$ cat src/rtl/uart_pkg.sv
// Shared constants and types for the memory-mapped UART transmitter:
// register offsets, STATUS/CTRL bit positions and the transmit FSM states.
package uart_pkg;

    localparam logic [3:0] TXDATA_OFF  = 4'h0;
    localparam logic [3:0] STATUS_OFF  = 4'h4;
    localparam logic [3:0] BAUDDIV_OFF = 4'h8;
    localparam logic [3:0] CTRL_OFF    = 4'hC;

    localparam int ST_FULL  = 0;
    localparam int ST_EMPTY = 1;
    localparam int ST_BUSY  = 2;
    localparam int ST_OVF   = 3;

    localparam int CTRL_EN = 0;
    localparam int CTRL_IE = 1;

    typedef enum logic [1:0] {
        IDLE  = 2'd0,
        START = 2'd1,
        DATA  = 2'd2,
        STOP  = 2'd3
    } tx_state_t;

    function automatic logic [31:0] pack_status(
        input logic       full,
        input logic       empty,
        input logic       busy,
        input logic       ovf,
        input logic [4:0] cnt
    );
        pack_status = {23'd0, cnt, ovf, busy, empty, full};
    endfunction

endpackage

$ cat src/rtl/mmio_uart_tx_fifo.sv
// Synchronous FIFO for the UART transmitter. A push into a full FIFO is
// accepted only when a pop happens on the same edge.
module sync_fifo #(
    parameter int WIDTH = 8,
    parameter int DEPTH = 8
) (
    input  logic                     clk,
    input  logic                     reset,
    input  logic                     push,
    input  logic [WIDTH-1:0]         din,
    input  logic                     pop,
    output logic [WIDTH-1:0]         dout,
    output logic                     full,
    output logic                     empty,
    output logic [$clog2(DEPTH):0]   count
);

    localparam int AW = $clog2(DEPTH);

    logic [WIDTH-1:0] mem_r [DEPTH];
    logic [AW-1:0]    wr_ptr_r;
    logic [AW-1:0]    rd_ptr_r;
    logic [AW:0]      count_r;
    logic             push_ok_s;
    logic             pop_ok_s;

    assign full      = (count_r == (AW+1)'(DEPTH));
    assign empty     = (count_r == {(AW+1){1'b0}});
    assign count     = count_r;
    assign dout      = mem_r[rd_ptr_r];
    assign pop_ok_s  = pop && !empty;
    assign push_ok_s = push && (!full || pop_ok_s);

    // Storage array; contents need no reset since count gates visibility.
    always_ff @(posedge clk) begin
        if (push_ok_s) begin
            mem_r[wr_ptr_r] <= din;
        end
    end

    // Pointers wrap naturally because DEPTH is a power of two.
    always_ff @(posedge clk or negedge reset) begin
        if (!reset) begin
            wr_ptr_r <= {AW{1'b0}};
            rd_ptr_r <= {AW{1'b0}};
            count_r  <= {(AW+1){1'b0}};
        end else begin
            if (push_ok_s) begin
                wr_ptr_r <= wr_ptr_r + AW'(1);
            end
            if (pop_ok_s) begin
                rd_ptr_r <= rd_ptr_r + AW'(1);
            end
            case ({push_ok_s, pop_ok_s})
                2'b10:   count_r <= count_r + (AW+1)'(1);
                2'b01:   count_r <= count_r - (AW+1)'(1);
                default: count_r <= count_r;
            endcase
        end
    end

endmodule

$ cat src/rtl/mmio_uart_tx.sv
// Memory-mapped 8N1 UART transmitter: register decode, baud counter and
// framing FSM in front of a byte FIFO. Reads are combinational, writes registered.
module mmio_uart_tx
    import uart_pkg::*;
#(
    parameter logic [31:0] BASE_ADDR   = 32'h1000_0000,
    parameter int          FIFO_DEPTH  = 8,
    parameter logic [15:0] DEFAULT_DIV = 16'd867
) (
    input  logic        clk,
    input  logic        reset,
    input  logic        MemWrite,
    input  logic [31:0] dAddr,
    input  logic [31:0] WriteData,
    output logic [31:0] rdata,
    output logic        hit,
    output logic        tx,
    output logic        irq
);

    localparam int CW = $clog2(FIFO_DEPTH) + 1;

    logic            hit_s;
    logic            wr_s;
    logic [3:0]      off_s;
    logic            push_s;
    logic            pop_s;
    logic            can_start_s;
    logic            baud_done_s;
    logic [7:0]      fifo_dout_s;
    logic            fifo_full_s;
    logic            fifo_empty_s;
    logic [CW-1:0]   fifo_count_s;
    logic            unused_bits_s;

    logic            en_r;
    logic            ie_r;
    logic            ovf_r;
    logic [15:0]     div_r;
    tx_state_t       state_r;
    logic [15:0]     baud_r;
    logic [2:0]      bit_idx_r;
    logic [7:0]      shift_r;
    logic            tx_r;
    logic            irq_r;

    assign hit_s         = (dAddr[31:4] == BASE_ADDR[31:4]);
    assign off_s         = {dAddr[3:2], 2'b00};
    assign wr_s          = MemWrite && hit_s;
    assign push_s        = wr_s && (off_s == TXDATA_OFF);
    assign can_start_s   = en_r && !fifo_empty_s;
    assign baud_done_s   = (baud_r == 16'd0);
    assign unused_bits_s = ^{dAddr[1:0], WriteData[31:16]};

    assign hit = hit_s;
    assign tx  = tx_r;
    assign irq = irq_r;

    sync_fifo #(
        .WIDTH (8),
        .DEPTH (FIFO_DEPTH)
    ) u_fifo (
        .clk   (clk),
        .reset (reset),
        .push  (push_s),
        .din   (WriteData[7:0]),
        .pop   (pop_s),
        .dout  (fifo_dout_s),
        .full  (fifo_full_s),
        .empty (fifo_empty_s),
        .count (fifo_count_s)
    );

    // Pop when a new frame begins, either from IDLE or straight out of STOP.
    always_comb begin
        pop_s = 1'b0;
        case (state_r)
            IDLE:    pop_s = can_start_s;
            STOP:    pop_s = baud_done_s && can_start_s;
            default: pop_s = 1'b0;
        endcase
    end

    // Combinational read mux; zero outside the window so it can be ORed with RAM data.
    always_comb begin
        rdata = 32'd0;
        if (hit_s) begin
            case (off_s)
                STATUS_OFF:  rdata = pack_status(fifo_full_s, fifo_empty_s,
                                                 (state_r != IDLE), ovf_r,
                                                 5'(fifo_count_s));
                BAUDDIV_OFF: rdata = {16'd0, div_r};
                CTRL_OFF:    rdata = {30'd0, ie_r, en_r};
                default:     rdata = 32'd0;
            endcase
        end else begin
            rdata = 32'd0;
        end
    end

    // Software-visible control registers and the sticky overflow flag.
    always_ff @(posedge clk or negedge reset) begin
        if (!reset) begin
            en_r  <= 1'b0;
            ie_r  <= 1'b0;
            div_r <= DEFAULT_DIV;
            ovf_r <= 1'b0;
        end else begin
            if (wr_s && (off_s == CTRL_OFF)) begin
                en_r <= WriteData[CTRL_EN];
                ie_r <= WriteData[CTRL_IE];
            end
            if (wr_s && (off_s == BAUDDIV_OFF)) begin
                div_r <= WriteData[15:0];
            end
            if (push_s && fifo_full_s && !pop_s) begin
                ovf_r <= 1'b1;
            end else if (wr_s && (off_s == STATUS_OFF) && WriteData[ST_OVF]) begin
                ovf_r <= 1'b0;
            end
        end
    end

    // Framing FSM; BAUDDIV is sampled only on counter reloads so bits never stretch mid-way.
    always_ff @(posedge clk or negedge reset) begin
        if (!reset) begin
            state_r   <= IDLE;
            baud_r    <= 16'd0;
            bit_idx_r <= 3'd0;
            shift_r   <= 8'd0;
            tx_r      <= 1'b1;
        end else begin
            case (state_r)
                IDLE: begin
                    if (can_start_s) begin
                        shift_r <= fifo_dout_s;
                        baud_r  <= div_r;
                        tx_r    <= 1'b0;
                        state_r <= START;
                    end
                end
                START: begin
                    if (baud_done_s) begin
                        baud_r    <= div_r;
                        bit_idx_r <= 3'd0;
                        tx_r      <= shift_r[0];
                        state_r   <= DATA;
                    end else begin
                        baud_r <= baud_r - 16'd1;
                    end
                end
                DATA: begin
                    if (baud_done_s) begin
                        baud_r <= div_r;
                        if (bit_idx_r == 3'd7) begin
                            tx_r    <= 1'b1;
                            state_r <= STOP;
                        end else begin
                            bit_idx_r <= bit_idx_r + 3'd1;
                            shift_r   <= {1'b0, shift_r[7:1]};
                            tx_r      <= shift_r[1];
                        end
                    end else begin
                        baud_r <= baud_r - 16'd1;
                    end
                end
                STOP: begin
                    if (baud_done_s) begin
                        if (can_start_s) begin
                            shift_r <= fifo_dout_s;
                            baud_r  <= div_r;
                            tx_r    <= 1'b0;
                            state_r <= START;
                        end else begin
                            state_r <= IDLE;
                        end
                    end else begin
                        baud_r <= baud_r - 16'd1;
                    end
                end
                default: begin
                    state_r <= IDLE;
                    tx_r    <= 1'b1;
                end
            endcase
        end
    end

    // Interrupt when the FIFO has drained and interrupts are enabled.
    always_ff @(posedge clk or negedge reset) begin
        if (!reset) begin
            irq_r <= 1'b0;
        end else begin
            irq_r <= ie_r && fifo_empty_s;
        end
    end

endmodule

$ cat config.mk
export PLATFORM = sky130hd
export DESIGN_NAME = mmio_uart_tx
export DESIGN_NICKNAME = d
export VERILOG_FILES = /design/src/rtl/uart_pkg.sv /design/src/rtl/mmio_uart_tx_fifo.sv /design/src/rtl/mmio_uart_tx.sv
export SDC_FILE = /design/constraint.sdc
export NUM_CORES = 1
export LEC_CHECK = 0
export BUFFER_PORTS_ARGS = -buffer_cell sky130_fd_sc_hd__buf_2
export CAP_MARGIN = 25
export CORE_ASPECT_RATIO = 1.1
export CORE_MARGIN = 2
export CORE_UTILIZATION = 61
export DETAILED_ROUTE_END_ITERATION = 8
export PLACE_DENSITY = 0.88
export SETUP_SLACK_MARGIN = 0.02
export SLEW_MARGIN = 20
export SYNTH_ARGS = -nofsm -noshare
export SYNTH_HDL_FRONTEND = slang
export SYNTH_SLANG_ARGS = --single-unit
$ cat constraint.sdc
create_clock -name clk -period 5.6 [get_ports clk]
set_clock_uncertainty 0.15 [all_clocks]
set_input_delay 1.12 -clock clk [delete_from_list [all_inputs] [get_ports clk]]
set_output_delay 1.12 -clock clk [all_outputs]
set_load 0.02 [all_outputs]
==> results of run 1 <==
==> critical path: stages <==
cell	delay, ns
buf_2	0.09
nor4_1	0.29
nand4_1	0.17
or2_2	0.45
inv_1	0.27
and3_1	0.25
buf_2	0.20
==> metal layers <==
metal | share of wire | global-route usage | up-vias
met2 | 0.51 | 0.467 | 319
li1 | - | - | 2103
met1 | 0.37 | 0.380 | 2385
met4 | 0.034 | 0.124 | 0
met3 | 0.092 | 0.0822 | 69
met5 | 0 | 0 | -
==> power breakdown <==
group / leakage, uW / internal, uW / total [uW] / switching [uW]
Clock: 0.000254 / 573 / 1010 / 432
Combinational: 0.00146 / 14.1 / 49.7 / 35.6
Sequential: 0.00139 / 961 / 961 / 0.00000982
==> cell families after synthesis <==
group           Yosys count  synth area share
simple gates            156             0.132
flops                   124             0.533
compound gates           99             0.101
mux                      61             0.133
buf+inv                  61            0.0470
xor+xnor                 18            0.0245
fa+ha+maj                15            0.0291
other cells               1          0.000582
==> flip-flops by register name, summed over array words and instances (netlist names), 3 cells and up <==
signal           count
u_fifo.wr_ptr_r      3
u_fifo.rd_ptr_r      3
u_fifo.count         4
bit_idx_r            3
div_r               16
u_fifo.mem_r        64
baud_r              16
shift_r              8
==> through the flow <==
stage / setup WS (ns) / util / instances / hold slack (ns)
after floorplan: 1.80 / - / 550 / 0.316
after global placement: 1.56 / 0.660 / 720 / 0.338
after detailed placement: 1.50 / 0.661 / 721 / 0.343
after CTS: 1.56 / 0.713 / 753 / 0.356
after global routing: 1.40 / 0.714 / 754 / 0.362
final: 1.49 / 0.714 / 754 / 0.353
==> cell usage in the layout (no fill, tap or decap), drive strengths merged, types with 5 or more instances in the layout <==
| master | netlist | layout |
|---|---|---|
| conb | 1 | 16 |
| a21oi | 20 | 20 |
| xnor2 | 7 | 7 |
| o21ai | 34 | 34 |
| mux2i | 8 | 8 |
| o22ai | 6 | 6 |
| mux4 | 16 | 16 |
| mux2 | 37 | 37 |
| dfstp | 7 | 7 |
| ha | 15 | 15 |
| nand2 | 36 | 36 |
| a22oi | 9 | 9 |
| nor4 | 14 | 14 |
| edfxtp | 64 | 64 |
| nor2 | 47 | 47 |
| nor4b | 7 | 7 |
| clkbuf | 22 | 18 |
| and3 | 20 | 20 |
| buf | 27 | 78 |
| nand3 | 6 | 6 |
| dfrtp | 53 | 53 |
| nand4 | 5 | 5 |
| inv | 12 | 18 |
| xor2 | 11 | 11 |
==> worst paths after layout <==
kind,to,depth (start not counted),start,slack [ns]
max,rdata[8],7,dAddr[5],1.49
min,tx$_DFFE_PN1P_,2,tx$_DFFE_PN1P_,0.35
max reg2reg,u_fifo.count[2]$_DFFE_PN0P_,13,baud_r[0]$_DFF_PN0_,1.67
min reg2reg,tx$_DFFE_PN1P_,2,tx$_DFFE_PN1P_,0.35
max in group asynchronous,u_fifo.rd_ptr_r[0]$_DFFE_PN0P_,2,reset,4.00
min in group asynchronous,shift_r[2]$_DFFE_PN0P_,2,reset,0.71
==> cell usage after synthesis (12+ instances only) <==
cell | count | area (um^2)
a21oi_1 | 20 | 100
and3_1 | 20 | 125
buf_4 | 16 | 120
clkbuf_1 | 22 | 82.6
dfrtp_1 | 53 | 1330
edfxtp_1 | 64 | 1920
ha_1 | 15 | 188
inv_1 | 12 | 45.0
mux2_2 | 37 | 417
mux4_2 | 16 | 360
nand2_1 | 36 | 135
nor2_1 | 47 | 176
o21ai_0 | 34 | 170
==> final cells by class <==
class                   count  area (um^2)  area share
well taps                 143          179      0.0242
repair buffers             78          415      0.0562
clock buffers              18          429      0.0581
clock inverters            14          111      0.0151
inverters                  12         45.0     0.00610
flip-flops and latches    124         3430       0.465
multi-input cells         365         2770       0.375
==> summary.log, run 1 <==
[grt] via count of the first global-routing pass 4833
[die] # rows 39
[run_status] run status completed
[detailed_routing] via count 4876
[sta] fmax 243 MHz
[grt] combined global-route utilization of all metal layers 0.294
[final_layout] number of nets at the end of the flow 680
[die] CORE AREA 10300 um^2
[die] vertical die dimension 112 um
[pwr] largest vdd supply drop 260 uV
[detailed_routing] Vias per Instance 6.47
[sta] Final Slew Violations 0
[final_layout] area added between synthesis and finish 14.6%
[sta] Fin. Hold Viols 0
[place] Port Buffers 67
[clocking] number of sinks handled by clock tree synthesis 124
[die] Die W 102 um
[clocking] maximum count of clock buffers along a single path 2
[pwr] Design Power 2020 uW
[critical_path] maximum fanout encountered on the critical timing path 13
[critical_path] data required time at the worst endpoint 4.33 ns
[clocking] CTS H-Tree Depth 4
[yosys] Distinct cells, synth 55
[final_layout] final standard cell area without fillers 7390 um^2
[die] I/O pin cnt 102
[critical_path] critical setup path kind in2out
[final_layout] ant diodes 0
[yosys] Async S/R FF share, synth 0.484
[pwr] power density over the cells 273 nW/um^2
[yosys] Post-synth EDFFs 64
[yosys] dominant register cell in the synthesized netlist edfxtp_1
[yosys] portion of the post-synthesis area used by sequential elements 0.533
[place] routability congestion estimate from global placement 0.890
[detailed_routing] first-pass detailed-route iteration total 6
[yosys] flop and latch count out of synthesis 124
[clocking] Resized Gates After CTS 0
[critical_path] data arrival time at the worst-slack endpoint 2.84 ns
[sta] final worst path period need 4.11 ns
[grt] first-pass GRT wire length 25200 um
[clocking] CTS buffer count 17
[detailed_routing] detailed router's first-iteration violation count 600
[detailed_routing] wire per inst 21.1 um
[pwr] standby leakage power 0.00310 uW
[flow_run] max-cap check violation count 0
[yosys] post-synthesis instance total 535
[clocking] Root Buffer clkbuf_16
[grt] pin count of the biggest net entering global routing 61
[sta] setup repair after global routing missed its margin no
[yosys] netlist area before placement 6440 um^2
[final_layout] count of fill cells added during filler insertion 643
[die] die outline area 11400 um^2
[sta] slew at the pin closest to its max-slew limit 1.09 ns
[yosys] warning count from the yosys run 0
[die] Starting Density 0.623
[critical_path] endpoint kind of the worst setup timing path output pin
[sta] post-route setup TNS 0 ns
[detailed_routing] number of DRC violations after detailed routing 0
[place] total half-perimeter wirelength after legalization and detailed placement 9410 um
[clocking] TritonCTS clock tree yes
[sta] Max-Slew Margin vs Limit 0.269
[grt] number of antenna violations at the first check in global routing 0
[detailed_routing] Detail Route Antenna Nets 0
[clocking] hold-fix buffer count after cts 0
[final_layout] fraction of final layout cells sized beyond drive strength 1 0.295
[hold_path] path type of the worst min-delay path reg2reg
[clocking] Post-CTS Setup Inserts 0
[grt] total overflow reported by the global router 0
[yosys] syn_area_per_cell 12.0 um^2
[detailed_routing] Total Routed Length 15900 um
[sta] count of endpoints failing setup in the final report 0
[sta] final worst path period share 0.734
[critical_path] critical path startpoint category input port
[place] total cell area at the placement stage 6840 um^2
[clocking] worst skew pair latency 0.42 ns
[clocking] Clock transition at path regs 0.06 ns
No activity file was read; power rests on OpenSTA's default activity.
==> run 2, diff against run 1 <==
--- a/config.mk
+++ b/config.mk
@@ -5,13 +5,14 @@
 export SDC_FILE = /design/constraint.sdc
 export NUM_CORES = 1
 export LEC_CHECK = 0
+export ABC_AREA = 1
 export BUFFER_PORTS_ARGS = -buffer_cell sky130_fd_sc_hd__buf_2
 export CAP_MARGIN = 25
 export CORE_ASPECT_RATIO = 1.1
 export CORE_MARGIN = 2
-export CORE_UTILIZATION = 61
+export CORE_UTILIZATION = 52
 export DETAILED_ROUTE_END_ITERATION = 8
-export PLACE_DENSITY = 0.88
+export PLACE_DENSITY = 0.8
 export SETUP_SLACK_MARGIN = 0.02
 export SLEW_MARGIN = 20
 export SYNTH_ARGS = -nofsm -noshare
==> constraint.sdc (replaced) <==
create_clock -name clk -period 3.5 [get_ports clk]
set_clock_uncertainty 0.15 [all_clocks]
set_input_delay 0.7 -clock clk [delete_from_list [all_inputs] [get_ports clk]]
set_output_delay 0.7 -clock clk [all_outputs]
set_load 0.02 [all_outputs]
==> summary.log, run 2 <==
[yosys] Async S/R FF share, synth 0.484 [unchanged]
[pwr] part of the power in combinational logic 0.026 [was 0.025]
[grt] pin count of the biggest net entering global routing 43 [was 61]
[place] cell total after placement 1006 [was 721]
[die] I/O pin cnt 102 [unchanged]
[pwr] Net Switching 735 uW [was 468 uW]
[yosys] Yosys top cell by area edfxtp_1 [unchanged]
[pwr] power density over the cells 433 nW/um^2 [was 273 nW/um^2]
[place] total half-perimeter wirelength after legalization and detailed placement 10400 um [was 9410 um]
[grt] first-pass GRT wire length 25100 um [was 25200 um]
[place] routability congestion estimate from global placement 0.840 [was 0.890]
[sta] final worst path period need 2.84 ns
[yosys] largest cells by area after synthesis edfxtp_1 (29%), dfrtp_1 (20%), nand2_1 (11%), o21ai_0 (5.8%), nor2_1 (5.5%) [was edfxtp_1 (30%), dfrtp_1 (21%), mux2_2 (6.5%), mux4_2 (5.6%), ha_1 (2.9%)]
[clocking] CTS buffer count 17 [unchanged]
[clocking] Post-CTS Setup Inserts 0 [unchanged]
[yosys] area share of the largest cell type after synthesis 0.287 [was 0.298]
[detailed_routing] number of DRC violations after detailed routing 0 [unchanged]
[critical_path] data arrival time at the worst-slack endpoint 3.00 ns [was 2.84 ns]
[detailed_routing] Total Routed Length 15400 um [was 15900 um]
[die] die outline area 13800 um^2 [was 11400 um^2]
[sta] final worst path period share 0.812
[die] Starting Density 0.531 [was 0.623]
[final_layout] highest-count cells in the layout ignoring fill and taps nand2_1 (202), nor2_1 (98), o21ai_0 (77), buf_2 (67), edfxtp_1 (64) [was buf_2 (68), edfxtp_1 (64), dfrtp_1 (52), nor2_1 (47), mux2_2 (37)]
[place] total cell area at the placement stage 7160 um^2 [was 6840 um^2]
[yosys] netlist area before placement 6690 um^2 [was 6440 um^2]
[pwr] clock share of power 0.516 [was 0.499]
[sta] Fin. Hold Viols 0 [unchanged]
[die] Die W 112 um [was 102 um]
[sta] post-route setup TNS 0 ns [unchanged]
[final_layout] number of nets at the end of the flow 950 [was 680]
[hold_path] path type of the worst min-delay path in2async [was reg2reg]
[critical_path] critical setup path kind reg2reg [was in2out]
[grt] total overflow reported by the global router 0 [unchanged]
[final_layout] number of flip-flops in the largest register 64 [unchanged]
[critical_path] endpoint kind of the worst setup timing path register [was output pin]
[detailed_routing] first-pass detailed-route iteration total 7 [was 6]
[yosys] post-synthesis instance total 795 [was 535]
[sta] Final Slew Violations 0 [unchanged]
[pwr] share of total power consumed by net switching 0.219 [was 0.232]
[yosys] dominant register cell in the synthesized netlist edfxtp_1 [unchanged]
[flow_run] max-cap check violation count 0 [unchanged]
[clocking] maximum count of clock buffers along a single path 2 [unchanged]
[sta] setup repair after global routing missed its margin no [unchanged]
[detailed_routing] via count 5607 [was 4876]
[die] vertical die dimension 123 um [was 112 um]
[clocking] CTS H-Tree Depth 4 [unchanged]
[final_layout] ant diodes 0 [unchanged]
[grt] via count of the first global-routing pass 5243 [was 4833]
[yosys] most frequent cell after synthesis nand2_1 [was edfxtp_1]
[run_status] run status completed [unchanged]
[die] # rows 43 [was 39]
[grt] combined global-route utilization of all metal layers 0.230 [was 0.294]
[detailed_routing] Vias per Instance 5.40 [was 6.47]
[detailed_routing] detailed router's first-iteration violation count 410 [was 600]
[yosys] Post-synth EDFFs 64 [unchanged]
[yosys] portion of the post-synthesis area used by sequential elements 0.513 [was 0.533]
[yosys] Distinct cells, synth 39 [was 55]
[final_layout] most common library cell in the layout ignoring fill and taps nand2_1 [was buf_2]
[final_layout] fraction of final layout cells sized beyond drive strength 1 0.171 [was 0.295]
[detailed_routing] Detail Route Antenna Nets 0 [unchanged]
[final_layout] Top reg by flops u_fifo.mem_r [unchanged]
[final_layout] area added between synthesis and finish 15.8% [was 14.6%]
[pwr] Power Internal 2620 uW [was 1550 uW]
[pwr] standby leakage power 0.00372 uW [was 0.00310 uW]
[sta] fmax 352 MHz
[final_layout] largest registers u_fifo.mem_r: 64 flops, baud_r: 16 flops, div_r: 16 flops [unchanged]
[place] Port Buffers 67 [unchanged]
[final_layout] count of fill cells added during filler insertion 1052 [was 643]
[clocking] TritonCTS clock tree yes [unchanged]
[sta] count of endpoints failing setup in the final report 0 [unchanged]
[clocking] hold-fix buffer count after cts 0 [unchanged]
[pwr] part of the total power dissipated in sequential elements 0.458 [was 0.477]
[sta] Max-Slew Margin vs Limit 0.349 [was 0.269]
[clocking] Clock transition at path regs 0.06 ns [about the same]
[die] CORE AREA 12600 um^2 [was 10300 um^2]
[pwr] largest vdd supply drop 462 uV [was 260 uV]
[critical_path] critical path startpoint category register [was input port]
[detailed_routing] wire per inst 14.9 um [was 21.1 um]
[clocking] Root Buffer clkbuf_16 [unchanged]
[clocking] Resized Gates After CTS 0 [unchanged]
[clocking] number of sinks handled by clock tree synthesis 124 [unchanged]
[grt] number of antenna violations at the first check in global routing 0 [unchanged]
[yosys] flop and latch count out of synthesis 124 [unchanged]
[yosys] warning count from the yosys run 0 [unchanged]
[critical_path] maximum fanout encountered on the critical timing path 6 [was 13]
[final_layout] Final Non-Filler Cells 1038 [was 754]
[yosys] syn_area_per_cell 8.41 um^2 [was 12.0 um^2]
[sta] worst slack on hold paths 0.202 ns [was 0.353 ns]
[critical_path] data required time at the worst endpoint 3.65 ns [was 4.33 ns]
[sta] slew at the pin closest to its max-slew limit 0.975 ns [was 1.09 ns]
[final_layout] final standard cell area without fillers 7750 um^2 [was 7390 um^2]
[yosys] list of most frequent post-synthesis cells nand2_1 (202), nor2_1 (98), o21ai_0 (77) [was edfxtp_1 (64), dfrtp_1 (53), nor2_1 (47)]
[clocking] worst skew pair latency 0.42 ns [about the same]
-- run 2: cells by family (layout without fill, tap and decap cells) --
family          after synthesis  in the layout  share of synthesized area
compound gates              136            136                      0.117
xor+xnor                     12             12                     0.0157
fa+ha+maj                    15             15                     0.0281
buf+inv                     107            178                     0.0722
flops                       124            124                      0.513
mux                           1              1                    0.00168
other cells                   1             16                   0.000561
simple gates                399            399                      0.252
-- run 2: layer usage --
metal,GRT usage,vias to the layer above,wire length (um)
met5,0,-,0
met4,0.0884,0,277
met1,0.280,2640,6510
li1,-,2779,-
met2,0.402,162,7940
met3,0.0525,26,717
-- run 2: area by class of cell --
| type | instances | area [um^2] | share of cell area |
|---|---|---|---|
| sequential | 124 | 3430 | 0.443 |
| clock inverter | 15 | 161 | 0.0208 |
| timing repair buffer | 86 | 478 | 0.0617 |
| tap | 157 | 196 | 0.0254 |
| multi-input combinational | 579 | 2830 | 0.365 |
| inverter | 60 | 225 | 0.0291 |
| clock buffer | 17 | 425 | 0.0549 |
-- run 2: path summary, 6_finish.rpt --
check                      depth (start not counted)                   start                          end  slack, ns
max in group asynchronous                          2                   reset               tx$_DFFE_PN1P_       2.21
min reg2reg                                        2  shift_r[0]$_DFFE_PN0P_       shift_r[0]$_DFFE_PN0P_       0.33
min                                                1                   reset         baud_r[11]$_DFF_PN0_       0.20
max                                               18     baud_r[1]$_DFF_PN0_  u_fifo.count[3]$_DFFE_PN0P_       0.66
min in group clk                                   2  shift_r[0]$_DFFE_PN0P_       shift_r[0]$_DFFE_PN0P_       0.33
max reg2reg                                       18     baud_r[1]$_DFF_PN0_  u_fifo.count[3]$_DFFE_PN0P_       0.66
-- run 2: power by group through the flow --
| stage | logic [uW] | registers, uW | clock network (uW) |
|---|---|---|---|
| floorplan | 41.6 | 1570 | 0 |
| global placement | 86.3 | 1570 | 0 |
| detailed placement | 87.1 | 1570 | 0 |
| CTS | 88.5 | 1540 | 1750 |
| global route | 99.4 | 1540 | 1810 |
| finish | 87.5 | 1540 | 1730 |
-- run 2: critical path, cell delays in order, from the launching register on --
cell     delay (ns)
dfrtp_1        0.36
inv_1          0.13
ha_1           0.21
nand2_1        0.06
nor2_1         0.13
nand2_2        0.09
o21ai_2        0.12
nand2_2        0.10
nand2_2        0.15
nand2_2        0.12
ha_1           0.28
nand2_1        0.09
inv_1          0.04
o21ai_0        0.15
nand2_1        0.12
a21oi_1        0.18
o21ai_0        0.11
nand2_1        0.07
nand2_1        0.05
-- run 2: metrics by stage --
step / utilization / total power [uW] / setup slack (ns)
after floorplan: - / 1610 / 0.690
after global placement: 0.569 / 1650 / 0.619
after detailed placement: 0.569 / 1650 / 0.613
after CTS: 0.615 / 3370 / 0.654
after global routing: 0.615 / 3450 / 0.335
final: 0.615 / 3350 / 0.657
